`src/rtl/barrel_thread_fetch_sched.sv`:
```
// Barrel-core front-end: one PC/run bit per hardware thread and a round-robin slot
// pointer that presents {tid, pc} to instruction fetch over a valid/ready handshake.

module barrel_thread_ctx #(
    parameter int                       ADDRESS_WIDTH = 32,
    parameter int                       TID_WIDTH     = 3,
    parameter int                       THREAD_ID     = 0,
    parameter logic [ADDRESS_WIDTH-1:0] INIT_PC       = '0,
    parameter logic                     INIT_ACTIVE   = 1'b1
) (
    input  logic                     clk,
    input  logic                     rst,
    input  logic                     redirect_valid,
    input  logic [TID_WIDTH-1:0]     redirect_tid,
    input  logic [ADDRESS_WIDTH-1:0] redirect_pc,
    input  logic                     halt_valid,
    input  logic [TID_WIDTH-1:0]     halt_tid,
    input  logic                     resume_valid,
    input  logic [TID_WIDTH-1:0]     resume_tid,
    input  logic [ADDRESS_WIDTH-1:0] resume_pc,
    input  logic                     issue,
    output logic [ADDRESS_WIDTH-1:0] pc_eff,
    output logic                     active_eff,
    output logic                     active
);
    logic [ADDRESS_WIDTH-1:0] pc_q, pc_d;
    logic                     active_q, active_d;
    logic                     redirect_hit, halt_hit, resume_hit;

    assign redirect_hit = redirect_valid && (redirect_tid == TID_WIDTH'(THREAD_ID));
    assign halt_hit     = halt_valid && (halt_tid == TID_WIDTH'(THREAD_ID));
    assign resume_hit   = resume_valid && (resume_tid == TID_WIDTH'(THREAD_ID));
    assign active       = active_q;

    // Halt suppresses a same-cycle resume entirely; resume overrides redirect.
    always_comb begin
        pc_eff     = pc_q;
        active_eff = active_q;
        if (redirect_hit) pc_eff = {redirect_pc[ADDRESS_WIDTH-1:2], 2'b00};
        if (halt_hit) begin
            active_eff = 1'b0;
        end else if (resume_hit) begin
            active_eff = 1'b1;
            pc_eff     = {resume_pc[ADDRESS_WIDTH-1:2], 2'b00};
        end
        pc_d     = (issue && active_eff) ? pc_eff + ADDRESS_WIDTH'(4) : pc_eff;
        active_d = active_eff;
    end

    always_ff @(posedge clk or negedge rst) begin
        if (!rst) begin
            pc_q     <= INIT_PC;
            active_q <= INIT_ACTIVE;
        end else begin
            pc_q     <= pc_d;
            active_q <= active_d;
        end
    end
endmodule

module barrel_thread_fetch_sched #(
    parameter int                       NUM_THREADS   = 8,
    parameter int                       ADDRESS_WIDTH = 32,
    parameter int                       TID_WIDTH     = $clog2(NUM_THREADS),
    parameter logic [ADDRESS_WIDTH-1:0] RESET_PC      = '0,
    parameter logic [ADDRESS_WIDTH-1:0] PC_STRIDE     = 'h100,
    parameter logic [NUM_THREADS-1:0]   ACTIVE_RESET  = '1
) (
    input  logic                     clk,
    input  logic                     rst,
    input  logic                     fetch_ready,
    output logic                     fetch_valid,
    output logic [TID_WIDTH-1:0]     fetch_tid,
    output logic [ADDRESS_WIDTH-1:0] fetch_pc,
    input  logic                     redirect_valid,
    input  logic [TID_WIDTH-1:0]     redirect_tid,
    input  logic [ADDRESS_WIDTH-1:0] redirect_pc,
    input  logic                     halt_valid,
    input  logic [TID_WIDTH-1:0]     halt_tid,
    input  logic                     resume_valid,
    input  logic [TID_WIDTH-1:0]     resume_tid,
    input  logic [ADDRESS_WIDTH-1:0] resume_pc,
    output logic [NUM_THREADS-1:0]   thread_active,
    output logic                     all_halted
);
    logic [NUM_THREADS-1:0][ADDRESS_WIDTH-1:0] pc_eff;
    logic [NUM_THREADS-1:0]                    active_eff;
    logic [NUM_THREADS-1:0]                    issue;

    logic [TID_WIDTH-1:0]     slot_q, slot_d;
    logic                     fetch_valid_q, fetch_valid_d;
    logic [TID_WIDTH-1:0]     fetch_tid_q, fetch_tid_d;
    logic [ADDRESS_WIDTH-1:0] fetch_pc_q, fetch_pc_d;
    logic                     consume;

    // A bubble never blocks: the slot advances whenever nothing valid is pending.
    assign consume = fetch_ready || !fetch_valid_q;

    for (genvar t = 0; t < NUM_THREADS; t++) begin : g_thr
        assign issue[t] = consume && (slot_q == TID_WIDTH'(t));
        barrel_thread_ctx #(
            .ADDRESS_WIDTH(ADDRESS_WIDTH),
            .TID_WIDTH    (TID_WIDTH),
            .THREAD_ID    (t),
            .INIT_PC      (RESET_PC + ADDRESS_WIDTH'(t) * PC_STRIDE),
            .INIT_ACTIVE  (ACTIVE_RESET[t])
        ) u_ctx (
            .clk           (clk),
            .rst           (rst),
            .redirect_valid(redirect_valid),
            .redirect_tid  (redirect_tid),
            .redirect_pc   (redirect_pc),
            .halt_valid    (halt_valid),
            .halt_tid      (halt_tid),
            .resume_valid  (resume_valid),
            .resume_tid    (resume_tid),
            .resume_pc     (resume_pc),
            .issue         (issue[t]),
            .pc_eff        (pc_eff[t]),
            .active_eff    (active_eff[t]),
            .active        (thread_active[t])
        );
    end

    always_comb begin
        slot_d        = slot_q;
        fetch_valid_d = fetch_valid_q;
        fetch_tid_d   = fetch_tid_q;
        fetch_pc_d    = fetch_pc_q;
        if (consume) begin
            slot_d        = slot_q + TID_WIDTH'(1);
            fetch_valid_d = active_eff[slot_q];
            fetch_tid_d   = slot_q;
            fetch_pc_d    = pc_eff[slot_q];
        end
    end

    always_ff @(posedge clk or negedge rst) begin
        if (!rst) begin
            slot_q        <= '0;
            fetch_valid_q <= 1'b0;
            fetch_tid_q   <= '0;
            fetch_pc_q    <= '0;
        end else begin
            slot_q        <= slot_d;
            fetch_valid_q <= fetch_valid_d;
            fetch_tid_q   <= fetch_tid_d;
            fetch_pc_q    <= fetch_pc_d;
        end
    end

    assign fetch_valid = fetch_valid_q;
    assign fetch_tid   = fetch_tid_q;
    assign fetch_pc    = fetch_pc_q;
    assign all_halted  = ~|thread_active;
endmodule

```
`config.mk`:
```
export PLATFORM = sky130hd
export DESIGN_NAME = barrel_thread_fetch_sched
export DESIGN_NICKNAME = d
export VERILOG_FILES = /design/src/rtl/barrel_thread_fetch_sched.sv
export SDC_FILE = /design/constraint.sdc
export NUM_CORES = 1
export LEC_CHECK = 0
export ABC_CLOCK_PERIOD_IN_PS = 3800
export CAP_MARGIN = 20
export CORE_MARGIN = 2
export CORE_UTILIZATION = 55
export DETAILED_ROUTE_END_ITERATION = 7
export PLACE_DENSITY = 0.77
export SLEW_MARGIN = 25
export SYNTH_ARGS = -nofsm -noshare
export SYNTH_HDL_FRONTEND = slang
export SYNTH_SLANG_ARGS = --single-unit
```
`constraint.sdc`:
```
create_clock -name clk -period 3.8 [get_ports clk]
set_input_delay 0.38 -clock clk [delete_from_list [all_inputs] [get_ports clk]]
set_output_delay 0.38 -clock clk [all_outputs]
set_load 0.1 [all_outputs]
```
[Yosys cells after proc, flatten, opt, wreduce, memory -nomap -nowiden]
Index checks and enable logic that the tools add are counted.
Word-level totals
  output and inout port bits: 45
  flip-flop bits (word level): 303
  logic and storage cells: 158
Cells by class
  reductions and logical operators: 48
  multiplexer cells: 52
  equal/unequal tests: 28
  add/subtract/negate cells: 9
  magnitude comparators: 1
Operators by type and width (number)
  32-bit two-way mux: 33
  32-bit by 3-bit adder with 32-bit output (second input constant): 8
  32-bit binary-select mux with 3-bit select: 1
  3-bit equality test (second input constant): 16
  1-bit logical AND: 40
  3-bit by 2-bit equality test with 1-bit output (second input constant): 8
  1-bit two-way mux: 17
  3-bit by 1-bit equality test with 1-bit output (second input constant): 4
  3-bit logical NOT: 4
  8-bit OR reduction: 1
  3-bit by 4-bit less-than comparator with 1-bit output (second input constant): 1
  3-bit by 1-bit adder with 3-bit output (second input constant): 1
  1-bit binary-select mux with 3-bit select: 1
  1-bit logical NOT: 2
  1-bit logical OR: 1

[Logic depth before layout (Yosys ltp)]
Gate-level depths: netlist (run 1).
  word-level depth: 7
  mapped depth: 15
  gate-level depth less buffers: 11

[Modules after synthesis]
From an unflattened synthesis (run 1), not the netlist that was laid out.
Unflattened totals
  cell total of the unflattened synthesis: 2536
  area total of the unflattened synthesis: 24050.6 µm²
By module, submodules not included
  barrel_thread_ctx (g_thr[1].u_ctx ...): sequential area each 828.3 µm², instances 3, area each 2578.7 µm², cells each 302
  barrel_thread_ctx (g_thr[3].u_ctx ...): sequential area each 829.5 µm², instances 2, area each 2383.5 µm², cells each 235
  barrel_thread_fetch_sched: sequential area each 975.9 µm², instances 1, area each 4057.6 µm², cells each 377
  barrel_thread_ctx (g_thr[0].u_ctx): sequential area each 827.0 µm², instances 1, area each 2512.4 µm², cells each 265
  barrel_thread_ctx (g_thr[6].u_ctx): sequential area each 829.5 µm², instances 1, area each 2511.2 µm², cells each 262
  barrel_thread_ctx (g_thr[7].u_ctx): sequential area each 830.8 µm², instances 1, area each 2466.1 µm², cells each 256

[Least setup slack after synthesis (run 1)]
Ideal clock, no wire load.
  path kind: reg-to-reg
  from: register slot_q[0]
  to: register g_thr[6].u_ctx.pc_q[31]
  slack: 0.012 ns
  buffers on the path: 4
  period minus slack after synthesis: 3.788 ns
  data arrival time: 3.660 ns
  stages on the path, launching flop included: 13
  cell sequence: dfrtp_1 > clkbuf_1 > clkinv_1 > buf_1 > clkbuf_1 > clkbuf_1 > ha_1 > nand4_1 > a311oi_1 > or4bb_1 > nor4b_4 > nand4b_1 > xor2_1
On the way
  word-level cells in the longest chain between the ends: 4
RTL lines
  from (decl): line 90  | logic [TID_WIDTH-1:0] slot_q, slot_d;
  from (signal assigned): line 145  | slot_q <= slot_d;
  3-bit equality test: line 100  | assign issue[t] = consume && (slot_q == TID_WIDTH'(t));
  1-bit logical AND: line 100
  1-bit logical AND: line 46  | pc_d = (issue && active_eff) ? pc_eff + ADDRESS_WIDTH'(4) : pc_eff;
  32-bit two-way mux: line 46
  named net g_thr[6].u_ctx.pc_d[31]: line 26  | logic [ADDRESS_WIDTH-1:0] pc_q, pc_d;
  to (signal assigned): line 55  | pc_q <= pc_d;
  to (decl): line 26
The timed path passes the listed nets, and every way through them passes these cells.
A chain may end at the register's enable or synchronous reset.

[Worst setup path in the final report (run 1)]
  from: input redirect_valid
  to: register g_thr[7].u_ctx.pc_q[22]
On the way
  word-level cells in the longest chain between the ends: 6
RTL lines
  from (decl): line 75  | input logic redirect_valid,
  1-bit logical AND *: line 30  | assign redirect_hit = redirect_valid && (redirect_tid == TID_WIDTH'(THREAD_ID));
  32-bit two-way mux *: line 39  | if (redirect_hit) pc_eff = {redirect_pc[ADDRESS_WIDTH-1:2], 2'b00};
  32-bit two-way mux: line 42  | end else if (resume_hit) begin
  32-bit two-way mux *: line 40  | if (halt_hit) begin
  32-bit by 3-bit adder with 32-bit output: line 46
  32-bit two-way mux *: line 46
  named net g_thr[7].u_ctx.pc_d[22]: line 26
  to (signal assigned): line 55
  to (decl): line 26
Mark *: on every way through the listed nets, which the timed path passes. The rest lies on a longest branch.

==> impl_metrics.py, run 1 <==
metrics = {
    "outcome": {
        "run_status": "complete, no violations",
    },
    "synth": {
        "yosys.cell_count.top_type": "nand2_1",
        "synthTopCellsByCount": "nand2_1 (336), dfrtp_1 (283), mux2i_1 (229)",
        "syn_area_per_cell_um2": 9.031,
        "syn_inst": 2441,
        "synth_area_um2": 22040,
        "synth-edff-count": 0,
        "async_flop_share_pct": 100.0,
        "ys.flop_type": "dfrtp_1",
        "synth.largest_area_cell": "dfrtp_1",
        "ys_seq_area_share_pct": 34.51,
        "synth.top_cell.area_share_pct": 32.13,
        "synth-seq-cells": 303,
        "synthesis.nets": 2534,
        "yosysUniqueCellTypes": 87,
        "yosysWarnings": 0,
        "synthTopCellsByArea": "dfrtp_1 (32%), mux2i_1 (10%), mux2_2 (7.3%)",
    },
    "final_layout": {
        "finalNonFillerCells": 3196,
        "diodes": 0,
        "final_layout_size_suffix_gt1_share_pct": 20.70,
        "nets": 2733,
        "area_growth_pct": 19.16,
    },
    "cts": {
        "clk_pin_slew_ns": 0.06,
        "cts_tree": "yes",
        "clk_path_buf_depth": 3,
        "clockRootBuffer": "clkbuf_16",
        "cts_resized": 0,
        "insertion_delay_ns": 0.58,
        "cts_buffers": 39,
        "htree_levels": 2,
        "cts_sinks": 303,
    },
    "setup_path": {
        "crit_arrival_ns": 3.89,
        "path_buf_inv": 3,
        "cp_slowest_stage_delay_ns": 0.63,
        "cp_max_fo": 8,
        "crit_family": "simple AND/OR/NAND/NOR gates",
        "cp.required_ns": 4.29,
        "cp-start-kind": "input pin",
        "cp-end-kind": "register",
        "cp_slowest_cell": "clkdlybuf4s50_1",
        "crit_path_cell_trace": "clkdlybuf4s50_1, buf_4, nand4_2, mux2i_1, o21ai_0, ha_1, nand4_1, nor4_2, buf_4, nand4_1, nor4b_1, xor2_1",
        "crit_type": "input pin to register",
    },
    "route": {
        "top_layer": "met4",
        "drc_errors": 0,
        "wl_met1_um": 29980,
        "dr_wl_met2_um": 37010,
        "wl_met3_um": 6946,
        "ant_nets": 0,
        "drt-total-wl_um": 81140,
        "first_pass_iters": 5,
        "via_per_inst": 6.419,
        "routedWlPerCell_um": 25.39,
        "drtIter0Drc": 2094,
        "vias": 20510,
    },
    "sta": {
        "relSlewSlack_pct": 32.82,
        "worstMarginPinSlew_ns": 1.005,
        "period_share_pct": 89.49,
        "slew_violations": 0,
        "setup_viol": 0,
        "fmax_ghz": 0.2941,
        "rsz0062_at_grt": "false",
        "hold_viol": 0,
        "fin_worst_skew_ns": 0.01875,
        "fin_crit_ns": 3.400,
    },
    "floorplanning": {
        "rows": 73,
        "die_w_um": 204.2,
        "die_h_um": 204.2,
        "ios": 124,
        "initial_core_util_pct": 55.61,
        "die_area_um2": 41700,
        "core_um2": 39640,
    },
    "placement": {
        "dp.cells": 3123,
        "gp_congestion": 0.9727,
        "hpwl_um": 59960,
        "placement.io_buffers": 119,
    },
    "worst_hold_path": {
        "hold_class": "input pin to asynchronous set/reset pin",
    },
    "power": {
        "ir_worst_vdd_mv": 0.9729,
        "power_w": 0.01699,
        "p_per_area_nw_per_um2": 646.7,
        "leakage_nw": 11.56,
    },
    "global_route": {
        "grt_pass1_vias": 20650,
        "overflow": 0,
        "grt_use_total_pct": 39.40,
        "grt_pass1_wl_um": 123700,
        "antenna_found_initial": 0,
        "grt_max_degree": 104,
    },
    "flow_run": {
        "drv_cap": 0,
    },
}
==> timing repair <==
| action | in CTS | in global routing |
|---|---|---|
| buffers inserted | 0 | 0 |
| hold endpoints to repair | 47 | 0 |
| hold buffers | 1 | 0 |
| setup endpoints to repair | 0 | 0 |
==> power breakdown <==
group | switching (W) | internal [W] | total [W] | leakage, nW
combinational | 0.00550 | 0.00312 | 0.00862 | 7.37
clock | 0.00153 | 0.00214 | 0.00367 | 0.599
sequential | 0.000501 | 0.00420 | 0.00470 | 3.59
==> cell type report <==
cell class,instances,area [um^2]
timing repair buffer,357,3183
clock buffer,64,1151
tap,525,656.9
clock inverter,8,82.58
multi-input combinational,1918,13500
sequential,303,7609
inverter,21,81.33
fill,3292,13370
==> stage by stage <==
stage          worst slack [ns]  cell area (um^2)  hold WS (ns)  utilization (%)   TNS, ns
3_3_place_gp           -0.03535             25020        0.3478            63.12  -0.03535
6_report                 0.3995             26270        0.3322            66.26         0
2_1_floorplan           0.01214             22040       0.08441                -         0
3_5_place_dp           -0.07726             25020        0.3487            63.12   -0.3375
4_1_cts                  0.4800             26270        0.3522            66.26         0
5_1_grt                  0.1834             26270        0.3855            66.26         0
==> kinds of logic after synthesis <==
family / share of synthesized area, %
xor+xnor: 9.258
mux: 19.34
fa+ha+maj: 0.7947
compound gates: 9.258
buf+inv: 4.569
simple gates: 22.27
flops: 34.51
==> final timing paths <==
path                                     start                       to  slack (ns)  depth (start not counted)
worst min register to register    fetch_tid[1]             fetch_tid[1]        0.49                          2
max in group asynchronous                  rst  g_thr[0].u_ctx.pc_q[30]        2.46                          3
worst max register to register       slot_q[0]  g_thr[3].u_ctx.pc_q[30]        0.58                         11
worst max-delay path            redirect_valid  g_thr[7].u_ctx.pc_q[22]        0.40                         12
worst min-delay path                       rst   g_thr[1].u_ctx.pc_q[4]        0.33                          2
min in group clk                  fetch_tid[1]             fetch_tid[1]        0.49                          2
==> routing by layer <==
layer | up-vias | global-route usage, %
li1 | 9088 | -
met1 | 9934 | 47.75
met2 | 1142 | 63.00
met3 | 350 | 6.617
met4 | 0 | 29.81
met5 | - | 0
==> state kept, by name, indices dropped and copies added, names as in the netlist <==
name,count
fetch_tid,3
fetch_valid,1
g_thr.u_ctx.active,8
fetch_pc,32
slot_q,3
g_thr.u_ctx.pc_q,256
==> cell usage in the layout (no fill, tap or decap), types with 20 or more instances in the layout <==
master,instances
a21oi_1,70
xor2_1,61
nand2_1,334
mux2_2,142
and2_1,23
nor4_1,31
dfrtp_1,282
mux2i_1,229
and3_1,32
nand4_1,39
nor3_1,81
clkbuf_16,40
a31oi_1,31
clkdlybuf4s50_1,117
buf_4,222
nor2_1,199
nand3_1,100
xnor2_1,172
dfstp_2,20
o21ai_0,83
Power figures use the tool's default switching activity.
==> run 2: changes to the inputs <==
--- a/config.mk
+++ b/config.mk
@@ -14,4 +14,5 @@
 export SLEW_MARGIN = 25
 export SYNTH_ARGS = -nofsm -noshare
 export SYNTH_HDL_FRONTEND = slang
+export SYNTH_HIERARCHICAL = 1
 export SYNTH_SLANG_ARGS = --single-unit
==> run 2 against run 1 <==
  * Die area up 8.9%
  * Design area up 3.9%
  * Area after synthesis up 9.1%
  * Synthesized cell count up 3.9%
  * Critical endpoint is now g_thr[1].u_ctx/pc_q[20]
  * Largest cell class unchanged
  * Highest routed layer unchanged
==> impl_metrics.py, run 2 <==
metrics = {
    "cts": {
        "clockRootBuffer": "clkbuf_16",
        "cts_resized": 0,
        "htree_levels": 2,
        "cts_sinks": 303,
        "clk_pin_slew_ns": 0.06,
        "insertion_delay_ns": 0.54,
        "cts_buffers": 36,
        "cts_setup_buffers": 0,
        "cts_tree": "yes",
        "clk_path_buf_depth": 3,
    },
    "sta": {
        "hold_viol": 0,
        "fin_worst_skew_ns": 0.01581,
        "relSlewSlack_pct": 30.05,
        "period_share_pct": 85.56,
        "finalSetupTns_ns": 0,
        "fin_crit_ns": 3.251,
        "rsz0062_at_grt": "false",
        "setup_viol": 0,
        "slew_violations": 0,
        "worstMarginPinSlew_ns": 1.046,
        "fmax_ghz": 0.3076,
    },
    "route": {
        "drtIter0Drc": 2021,
        "drc_errors": 0,
        "drt-total-wl_um": 72630,
        "via_per_inst": 6.218,
        "ant_nets": 0,
        "vias": 20330,
        "routedWlPerCell_um": 22.21,
        "first_pass_iters": 6,
    },
    "floorplanning": {
        "die_h_um": 213.1,
        "initial_core_util_pct": 55.83,
        "core_um2": 43080,
        "ios": 124,
        "die_w_um": 213.1,
        "die_area_um2": 45420,
        "rows": 76,
    },
    "synth": {
        "synthAdderAreaFrac_pct": 0.7283,
        "ys_seq_area_share_pct": 31.63,
        "synthTopCellsByCount": "nand2_1 (373), dfrtp_1 (283), mux2i_1 (211)",
        "synth-seq-cells": 303,
        "synthMuxAreaShare_pct": 19.40,
        "syn_inst": 2536,
        "ys.flop_type": "dfrtp_1",
        "synth.top_cell.area_share_pct": 29.45,
        "yosys.cell_count.top_type": "nand2_1",
        "syn_area_per_cell_um2": 9.484,
        "async_flop_share_pct": 100.0,
        "synthTopCellsByArea": "dfrtp_1 (29%), mux2i_1 (8.8%), mux2_2 (6.9%)",
        "synth.largest_area_cell": "dfrtp_1",
        "yosysWarnings": 6,
        "synthSimpleGateAreaFrac_pct": 23.28,
        "synth_xor_xnor_area_share_pct": 8.339,
        "synthesis.nets": 2629,
        "synth-compound-area-share_pct": 11.04,
        "synth_area_um2": 24050,
        "yosysUniqueCellTypes": 92,
        "synth-edff-count": 0,
        "synth_top_family_by_area": "simple AND/OR/NAND/NOR gates",
    },
    "final_layout": {
        "area_growth_pct": 13.50,
        "top_register": "g_thr.u_ctx/pc_q",
        "largest_reg_flops": 256,
        "final_common_cell": "nand2_1",
        "nets": 2757,
        "layout_common_cells": "nand2_1 (373), dfrtp_1 (282), mux2i_1 (211)",
        "final_layout_size_suffix_gt1_share_pct": 21.64,
        "fillers": 3397,
        "diodes": 0,
        "regArea_um2": 7611,
        "multi_input_area_um2": 15130,
        "fin_util_pct": 63.37,
    },
    "global_route": {
        "overflow": 0,
        "grt_max_degree": 74,
        "grt_pass1_vias": 19920,
        "antenna_found_initial": 0,
        "grt_pass1_wl_um": 113200,
        "grt_use_total_pct": 32.02,
    },
    "power": {
        "ir_worst_vdd_mv": 0.5845,
        "p_per_area_nw_per_um2": 631.7,
        "leakage_nw": 11.73,
    },
    "setup_path": {
        "reg2reg_depth": 9,
        "cp_max_fo": 9,
        "cp_slowest_stage_delay_ns": 0.73,
        "r2r_slack_ns": 0.84,
        "crit_arrival_ns": 3.71,
        "crit_start": "redirect_tid[1]",
        "crit_path_cell_trace": "clkdlybuf4s50_1, buf_4, nand4bb_1, nand2_1, a31oi_1, ha_1, o2111ai_1, nor4_2, nand2_2, nor3b_2, xor2_1",
        "path_buf_inv": 2,
        "crit_family": "simple AND/OR/NAND/NOR gates",
        "cp-start-kind": "input pin",
        "crit_type": "input pin to register",
        "cp.required_ns": 4.25,
        "r2r-end": "g_thr[6].u_ctx/pc_q[31]",
        "cp_slowest_cell": "clkdlybuf4s50_1",
        "reg2reg_from": "slot_q[0]",
        "cp-end-kind": "register",
    },
    "worst_hold_path": {
        "hold_class": "input pin to asynchronous set/reset pin",
    },
    "outcome": {
        "run_status": "complete, no violations",
    },
    "flow_run": {
        "drv_cap": 0,
    },
    "placement": {
        "gp_congestion": 0.9669,
        "hpwl_um": 54740,
        "placement.io_buffers": 119,
    },
}
## run 2: worst max path at each step
stage | slack, ns | endpoint | depth (start not counted)
after detailed placement | 0.03 | g_thr[1].u_ctx/pc_q[20] | 11
after global placement | 0.13 | g_thr[1].u_ctx/pc_q[20] | 11
final | 0.55 | g_thr[1].u_ctx/pc_q[20] | 11
after CTS | 0.59 | g_thr[1].u_ctx/pc_q[20] | 11
after floorplan | 0.41 | g_thr[4].u_ctx/pc_q[28] | 13
after global routing | 0.40 | g_thr[1].u_ctx/pc_q[30] | 11
## run 2: logic make-up (layout without fill, tap and decap cells)
family / Yosys count / count (layout)
buffers and inverters: 230 / 379
adders and majority gates: 14 / 14
AOI/OAI and AO/OA: 358 / 358
and+or+nand+nor: 978 / 978
DFF: 303 / 303
muxes: 424 / 424
xor gates and xnor gates: 229 / 229
## run 2: area by class of cell
| cell class | instances | area share [%] |
|---|---|---|
| Tap cell | 585 | 2.681 |
| Inverter | 72 | 0.9901 |
| Multi-Input combinational cell | 2003 | 55.44 |
| Clock inverter | 6 | 0.4767 |
| Clock buffer | 53 | 3.869 |
| Timing Repair Buffer | 248 | 8.663 |
| Sequential cell | 303 | 27.88 |
## run 2: per-stage QoR
step	area (um^2)	hold slack (ns)	setup WS [ns]	total power, W	std cells
after floorplan	24050	0.08441	0.4086	0.01131	2536
after global placement	26100	0.4067	0.1295	0.01321	3210
after detailed placement	26100	0.4102	0.03447	0.01348	3210
after CTS	27300	0.4414	0.5872	0.01713	3270
after global routing	27300	0.4777	0.3987	0.01799	3270
final	27300	0.4277	0.5488	0.01724	3270
## run 2: power breakdown
part / switching (W) / total (W) / internal, W
clock network: 0.00143 / 0.00361 / 0.00218
logic: 0.00554 / 0.00887 / 0.00332
registers: 0.000555 / 0.00476 / 0.00421
## run 2: worst register-to-register path, cell delays in order (launching register included)
cell and delay [ns]:
dfrtp_1 0.58, inv_1 0.21, ha_1 0.20, and3_1 0.19, o211ai_1 0.16, a211oi_1 0.36, nand4_2 0.27, nor4_4 0.50
nand4_1 0.20, xnor2_1 0.17
## run 2: what timing repair did
action / in CTS / in global routing
hold endpoints to repair: 56 / 0
endpoints found under the setup margin: 0 / 0
hold buffers: 1 / 0
## run 2: metal layers
metal	track usage, %	part of all wire, %	vias to the layer above
li1	-	-	9229
met1	43.86	42	10060
met2	51.94	46	912
met3	4.810	8.4	129
met4	10.54	3.2	0
met5	0	0	-
==> run 3: changes to the inputs <==
--- a/config.mk
+++ b/config.mk
@@ -10,6 +10,7 @@
 export CORE_MARGIN = 2
 export CORE_UTILIZATION = 55
 export DETAILED_ROUTE_END_ITERATION = 7
+export HOLD_SLACK_MARGIN = 0.03
 export PLACE_DENSITY = 0.77
 export SLEW_MARGIN = 25
 export SYNTH_ARGS = -nofsm -noshare
==> results of run 3 <==
Same layout as run 2: the final DEF is identical, and so are final timing and power.
